--- config.mk ---
export PLATFORM = sky130hd
export DESIGN_NAME = pipe_gap_gen
export DESIGN_NICKNAME = d
export VERILOG_FILES = /design/src/rtl/pipe_pkg.sv /design/src/rtl/lfsr16.sv /design/src/rtl/pipe_gap_gen.sv
export SDC_FILE = /design/constraint.sdc
export NUM_CORES = 1
export LEC_CHECK = 0
export CORE_MARGIN = 3
export CORE_UTILIZATION = 55
export DETAILED_ROUTE_END_ITERATION = 12
export GPL_TIMING_DRIVEN = 0
export PLACE_DENSITY = 0.78
export SYNTH_ARGS = -nofsm -noshare
export SYNTH_HDL_FRONTEND = slang
export SYNTH_SLANG_ARGS = --single-unit
--- constraint.sdc ---
create_clock -name clk -period 8.7 [get_ports clk]
set_input_delay 0.87 -clock clk [delete_from_list [all_inputs] [get_ports clk]]
set_output_delay 0.87 -clock clk [all_outputs]
set_load 0.05 [all_outputs]
--- src/rtl/pipe_pkg.sv ---
// Shared constants for the pipe gap generator and the pipe mover: Y limits,
// LFSR seed/taps and the gap generator state encoding.
package pipe_pkg;

  localparam int unsigned MIN_Y     = 100;
  localparam int unsigned MAX_Y     = 400;
  localparam int unsigned DEFAULT_Y = 260;
  localparam int unsigned GAP_RANGE = MAX_Y - MIN_Y + 1;

  localparam logic [15:0] LFSR_SEED = 16'hACE1;
  localparam logic [15:0] LFSR_TAPS = 16'hB400;

  typedef enum logic {
    IDLE   = 1'b0,
    REDUCE = 1'b1
  } gap_state_e;

  // A zero seed would lock the LFSR up, so it is swapped for the default seed.
  function automatic logic [15:0] fix_seed(input logic [15:0] s);
    return (s == 16'd0) ? LFSR_SEED : s;
  endfunction

endpackage

--- src/rtl/lfsr16.sv ---
// Free-running 16-bit Galois LFSR with a synchronous seed load.
// It never holds zero because a zero seed is replaced by LFSR_SEED.
module lfsr16
  import pipe_pkg::*;
(
  input  logic        clk,
  input  logic        reset,
  input  logic        load,
  input  logic [15:0] seed,
  output logic [15:0] q
);

  logic [15:0] lfsr_q;
  logic [15:0] lfsr_d;

  always_comb begin
    lfsr_d = (lfsr_q >> 1) ^ (lfsr_q[0] ? LFSR_TAPS : 16'h0000);
    if (load) begin
      lfsr_d = fix_seed(seed);
    end
  end

  always_ff @(posedge clk) begin
    if (reset) begin
      lfsr_q <= LFSR_SEED;
    end else begin
      lfsr_q <= lfsr_d;
    end
  end

  assign q = lfsr_q;

endmodule

--- src/rtl/pipe_gap_gen.sv ---
// Gap height generator: samples the LFSR on request and reduces the sample
// modulo the gap range one bit per cycle, then offsets it into [MIN_Y, MAX_Y].
module pipe_gap_gen
  import pipe_pkg::*;
(
  input  logic        clk,
  input  logic        reset,
  input  logic        req,
  input  logic        seed_load,
  input  logic [15:0] seed,
  output logic [9:0]  gap_y,
  output logic        valid,
  output logic        busy
);

  localparam logic [10:0] RANGE_W   = 11'(GAP_RANGE);
  localparam logic [9:0]  MIN_Y_W   = 10'(MIN_Y);
  localparam logic [9:0]  DEFAULT_W = 10'(DEFAULT_Y);

  gap_state_e  state_q, state_d;
  logic [15:0] sample_q, sample_d;
  logic [9:0]  rem_q, rem_d;
  logic [3:0]  cnt_q, cnt_d;
  logic [9:0]  gap_y_q, gap_y_d;
  logic        valid_q, valid_d;
  logic        busy_q, busy_d;

  logic [15:0] lfsr_val;
  logic [15:0] cap;
  logic [10:0] trial;
  logic [9:0]  rem_next;

  lfsr16 u_lfsr (
    .clk   (clk),
    .reset (reset),
    .load  (seed_load),
    .seed  (seed),
    .q     (lfsr_val)
  );

  // Capture the pre-advance value so a simultaneous seed load is deterministic.
  assign cap = seed_load ? fix_seed(seed) : lfsr_val;

  always_comb begin
    trial    = {rem_q, sample_q[4'd15 - cnt_q]};
    rem_next = (trial >= RANGE_W) ? 10'(trial - RANGE_W) : trial[9:0];
  end

  always_comb begin
    state_d  = state_q;
    sample_d = sample_q;
    rem_d    = rem_q;
    cnt_d    = cnt_q;
    gap_y_d  = gap_y_q;
    valid_d  = valid_q;
    busy_d   = busy_q;

    unique case (state_q)
      IDLE: begin
        if (req) begin
          sample_d = cap;
          rem_d    = 10'd0;
          cnt_d    = 4'd0;
          busy_d   = 1'b1;
          valid_d  = 1'b0;
          state_d  = REDUCE;
        end
      end
      REDUCE: begin
        rem_d = rem_next;
        cnt_d = cnt_q + 4'd1;
        if (cnt_q == 4'd15) begin
          gap_y_d = MIN_Y_W + rem_next;
          valid_d = 1'b1;
          busy_d  = 1'b0;
          state_d = IDLE;
        end
      end
      default: state_d = IDLE;
    endcase
  end

  always_ff @(posedge clk) begin
    if (reset) begin
      state_q  <= IDLE;
      sample_q <= 16'd0;
      rem_q    <= 10'd0;
      cnt_q    <= 4'd0;
      gap_y_q  <= DEFAULT_W;
      valid_q  <= 1'b0;
      busy_q   <= 1'b0;
    end else begin
      state_q  <= state_d;
      sample_q <= sample_d;
      rem_q    <= rem_d;
      cnt_q    <= cnt_d;
      gap_y_q  <= gap_y_d;
      valid_q  <= valid_d;
      busy_q   <= busy_d;
    end
  end

  assign gap_y = gap_y_q;
  assign valid = valid_q;
  assign busy  = busy_q;

endmodule

After elaboration in Yosys (flattened, before gate mapping)
Cells that the tools add are included.

Bits in writable memories: 0. Input bits: 20. Logic and storage cells: 43. Register bits: 59. Latch bits: 0. Memories: 0. Bits in read-only memories: 0.

Eq/ne operators: 3. Reductions and logical operators: 4. $lt $le $gt $ge: 2. Multiplexer cells: 20. Divide/modulo/power cells: 0. Add/subtract/negate cells: 4. Multiply operators: 0. Bitwise gates (word level): 2. Shift operators: 0.

Operator list (count): 16-bit two-way mux (4); 10-bit two-way mux (2); 10-bit case mux with 2 select lines (1); 16-bit zero test (1); 15-bit by 16-bit bitwise XOR with 16-bit output (1); 11-bit by 9-bit greater-or-equal comparator with 1-bit output (second input constant) (1); 7-bit by 10-bit adder with 10-bit output (first input constant) (1); 10-bit by 9-bit subtractor with 10-bit output (second input constant) (1); 4-bit case mux with 2 select lines (1); 1-bit two-way mux (7); 1-bit case mux with 2 select lines (3); 2-bit AND reduction (3); 4-bit by 5-bit < comparator with 1-bit output (second input constant) (1); 4-bit by 1-bit adder with 4-bit output (second input constant) (1); 1-bit binary-select mux with 4-bit select (1); 4-bit equality test (second input constant) (1); 4-bit two-way mux (1); 4-bit subtractor (first input constant) (1); 2-bit by 1-bit != test with 1-bit output (second input constant) (1); 2-bit != test (second input constant) (1); 1-bit NOT (1).

Longest topological paths before layout
Depth in word-level cells: 6. Mapped depth: 16. Mapped depth without buffers: 15.

By module
From an unflattened synthesis, not the netlist that was laid out.

Cells, all modules: 351. Area, all modules: 3085.5 µm².

Modules (own cells, without submodules): pipe_gap_gen (cells an instance 298, area an instance 2474.9 µm², instances 1); lfsr16 (cells an instance 53, area an instance 610.6 µm², instances 1).

Least setup slack after synthesis
OpenSTA, ideal clock, no wires.

Path kind: flip-flop to flip-flop. From: register cnt_q[1]. To: register gap_y_q[8] (netlist: gap_y[8]). Arrival: 3.162 ns. Required time: 8.622 ns. Buffers on the path: 1. Slack: 5.460 ns. Clock period less this slack: 3.240 ns. Stages on the path, launching flop included: 16. Cell sequence: dfxtp_1 > buf_2 > mux4_1 > mux2i_1 > a21oi_1 > ha_1 > nand4_1 > a31o_2 > nand2_1 > a31oi_4 > nor2_1 > xor2_1 > ha_1 > a211o_1 > nor3b_1 > nor3_1.

Longest elaborated chain between the ends: 6.

Ends and longest elaborated chain: start, declared (line pipe_gap_gen.sv:23) `logic [3:0] cnt_q, cnt_d;`; start signal, assigned (line pipe_gap_gen.sv:96) `cnt_q <= cnt_d;`; 4-bit subtractor (line pipe_gap_gen.sv:45) `trial = {rem_q, sample_q[4'd15 - cnt_q]};`; 1-bit binary-select mux with 4-bit select (line pipe_gap_gen.sv:45); 1-bit two-way mux (implied by the code) (line pipe_gap_gen.sv:45); 10-bit by 9-bit subtractor with 10-bit output / 11-bit by 9-bit greater-or-equal comparator with 1-bit output (equally long branches) (line pipe_gap_gen.sv:46) `rem_next = (trial >= RANGE_W) ? 10'(trial - RANGE_W) : trial[9:0];`; 10-bit two-way mux (line pipe_gap_gen.sv:46); 7-bit by 10-bit adder with 10-bit output (line pipe_gap_gen.sv:73) `gap_y_d = MIN_Y_W + rem_next;`; end signal, assigned (line pipe_gap_gen.sv:97) `gap_y_q <= gap_y_d;`; end, declared (line pipe_gap_gen.sv:24) `logic [9:0] gap_y_q, gap_y_d;`.

Parallel ways exist; a longest one is shown, timed or not. The select of a mux whose other input is x is not followed. A chain may end at the register's enable or synchronous reset.

Worst setup path in the final report
Ends and elaborated chain as after synthesis.

==> flow_metrics.tcl <==
set metrics [dict create \
    synthCells 371 \
    slew_violations 0 \
    port_buffers 28 \
    tightest_slew_ns 0.5598 \
    worstHoldStart "sample_q[15]$_SDFFE_PP0P_" \
    cts_buffers 9 \
    multiInputGateArea_um2 1744 \
    cts_tree "built" \
    vias_per_cell 5.796 \
    yosys.area.top_type "dfxtp_1" \
    start_util_pct 58.58 \
    coreArea_um2 5238 \
    synth.ff_latch_count 59 \
    grt-ovfl-total 0 \
    reg2reg_slack_ns 5.05 \
    synth_cell_type_count 54 \
    cpPeakStageDelay_ns 0.58 \
    finalCritPeriodShare_pct 41.94 \
    drc 0 \
    post_cts_buffers 0 \
    setup_violations 0 \
    syn_area_um2 3068 \
    ir_worst_vdd_mv 0.1039 \
    end_kind "flip-flop" \
    critical_path.cell_chain "buf_2 -> mux4_1 -> mux2i_1 -> a21oi_1 -> ha_1 -> nand4_1 -> a31o_2 -> nand2_1 -> a31oi_4 -> nor2_1 -> xor2_1 -> ha_1 -> a211o_1 -> nor3b_1 -> nor3_1" \
    finalSetupTns_ns 0 \
    wirelength_mm 7.377 \
    rr_endpoint "gap_y[8]$_SDFFE_PP1P_" \
    grtUsageTotal_pct 24.35 \
    n_antenna_cell 0 \
    holdPathEnd "sample_q[15]$_SDFFE_PP0P_" \
    cp.required_ns 8.96 \
    cts-hold-fix-buffers 0 \
    synth_top_area_share_pct 38.50 \
    whs_ns 0.4495 \
    die_w_um 80.69 \
    num_rows 26 \
    yosys-top-cells-area "dfxtp_1 38%, nor2_1 6.9%, a21oi_1 6.2%" \
    arrival_ns 3.91 \
    grt_pass1_vias 2599 \
    cpMostUsedCell "ha_1" \
    hpwl_mm 5.327 \
    hold_viol_final 0 \
    post_drt_wl_per_cell_um 15.21 \
    critPathTopFamily "compound AO/OA/AOI/OAI gates" \
    max_slew_margin_pct 62.68 \
    synth_edf_count 0 \
    hold_path.class "reg -> reg" \
    gp_congestion 0.8611 \
    power_density_nw_per_um2 170.9 \
    rsz0062_at_grt "no" \
    skew_ns 0.007209 \
    cp_slowest_cell "mux4_1" \
    syn-num-nets 395 \
    status "completed" \
    clk_latency_ns 0.33 \
    drtIter0Drc 147 \
    drv_cap 0 \
    area_delta_synth_final_pct 18.96 \
    r2r_start "cnt_q[1]$_SDFFE_PP0P_" \
    power_uw 623.7 \
    fin_crit_ns 3.649 \
    grt_first_pass_wirelength_mm 12.25 \
    async_flop_share_pct 0 \
    ant_nets 0 \
    whs_path_depth 2 \
    grt_max_degree 11 \
    yosys_warnings 0 \
    vias 2811 \
    ys_seq_area_share_pct 38.50 \
    seq_area_um2 1181 \
    reg2reg_depth 15 \
    antenna_found_initial 0 \
    critical_path_buf_inv_count 1 \
    clk_root_buffer_cell "clkbuf_8" \
    path_clk_slew_ns 0.07 \
    final_cell_mix "59 x dfxtp_1, 56 x nor2_1, 38 x a21oi_1" \
    die-area_um2 6510 \
    final_common_cell "dfxtp_1" \
    h-tree-depth 3 \
    io-pin-count 32 \
    cts_max_path_buffers 2 \
    path_depth 15 \
    first_pass_iters 4 \
    syn_avg_cell_area_um2 8.269 \
    clock-sinks 59 \
    die_h_um 80.69 \
    p_leak_uw 0.001350 \
    startpoint_type "flip-flop" \
    postCtsResizedCells 0 \
    fmax_mhz 274.1 \
    layout.nets 434 \
    final_layout_size_suffix_gt1_share_pct 7.711 \
    dominantRegCellSynth "dfxtp_1" \
    path_max_fanout 9 \
    fillers 448 \
    path_class "reg -> reg" \
]
[report_power, final]
group	internal [µW]	switching, µW
Sequential	282	7.58
Clock	156	108
Combinational	29.6	40.5
[registers in the layout (all words and copies together), names as in the netlist]
| name | cells |
|---|---|
| valid | 1 |
| u_lfsr.q | 16 |
| state_q | 1 |
| rem_q | 10 |
| gap_y | 10 |
| sample_q | 16 |
| cnt_q | 4 |
| busy | 1 |
[routing by layer]
layer / up-vias / GRT usage [%] / share of wire [%]
met3: 18 / 4.260 / 4.9
met2: 88 / 40.73 / 49
li1: 1401 / - / -
met4: 0 / 12.33 / 2.3
met5: - / 0 / 0
met1: 1304 / 29.84 / 44
[area by class of cell]
class | instances | area share, %
inverters | 5 | 0.5142
plain buffers | 30 | 3.394
well taps | 70 | 2.400
repair buffers | 28 | 7.679
clock buffers | 13 | 4.628
flip-flops and latches | 59 | 32.36
multi-input cells | 277 | 47.79
clock inverters | 3 | 1.234
[worst register-to-register path, delay by kind of cell (launching register included)]
kind            cells  cell delay [ns]
compound gates      4             0.97
xor+xnor            1             0.18
fa+ha+maj           2             0.48
buf+inv             1             0.21
flops               1             0.33
mux                 2             0.79
simple gates        5             0.61
[worst max path at each step]
stage	startpoint	endpoint	slack, ns
floorplan	cnt_q[1]$_SDFFE_PP0P_	gap_y[8]$_SDFFE_PP1P_	5.46
CTS	cnt_q[1]$_SDFFE_PP0P_	gap_y[8]$_SDFFE_PP1P_	5.07
detailed placement	cnt_q[1]$_SDFFE_PP0P_	gap_y[8]$_SDFFE_PP1P_	5.11
finish	cnt_q[1]$_SDFFE_PP0P_	gap_y[8]$_SDFFE_PP1P_	5.05
global placement	cnt_q[1]$_SDFFE_PP0P_	gap_y[8]$_SDFFE_PP1P_	5.12
global route	cnt_q[1]$_SDFFE_PP0P_	gap_y[8]$_SDFFE_PP1P_	4.79
[cell families (layout without fill, tap and decap cells)]
group | Yosys count | in the layout | share of synthesized area, %
and+or+nand+nor | 160 | 160 | 26.22
AOI/OAI and AO/OA | 87 | 87 | 19.62
DFF | 59 | 59 | 38.50
buffers and inverters | 35 | 79 | 4.649
xor gates and xnor gates | 13 | 13 | 3.711
muxes | 13 | 13 | 5.669
adders and majority gates | 4 | 4 | 1.631
[through the flow]
step	instances	utilization [%]	instance area [µm²]	setup slack, ns
floorplan	371	-	3068	5.460
global placement	469	65.60	3436	5.118
detailed placement	469	65.60	3436	5.107
CTS	485	69.68	3650	5.065
global route	485	69.68	3650	4.794
finish	485	69.68	3650	5.051
[synth_stat cells (2+ instances only)]
master and count:
o211ai_1 2, nor2b_1 4, a21oi_1 38, a31oi_1 3
nand4_1 5, nor4_1 5, xnor2_1 6, clkbuf_1 26
nor2_1 56, mux4_1 2, a311oi_1 6, or3_1 2
dfxtp_1 59, nand3_1 8, and2_1 3, xor2_1 7
and3_1 2, o31ai_1 2, mux2_4 2, o21bai_1 3
ha_1 4, nor3b_1 12, inv_1 5, o22ai_1 5
a211oi_1 6, o221ai_1 5, nand2_1 30, nand2b_1 14
o21ai_0 5, mux2i_1 8, nor3_1 11, buf_2 2
a211o_1 2
Note: power is estimated with default switching activity, not from simulation.
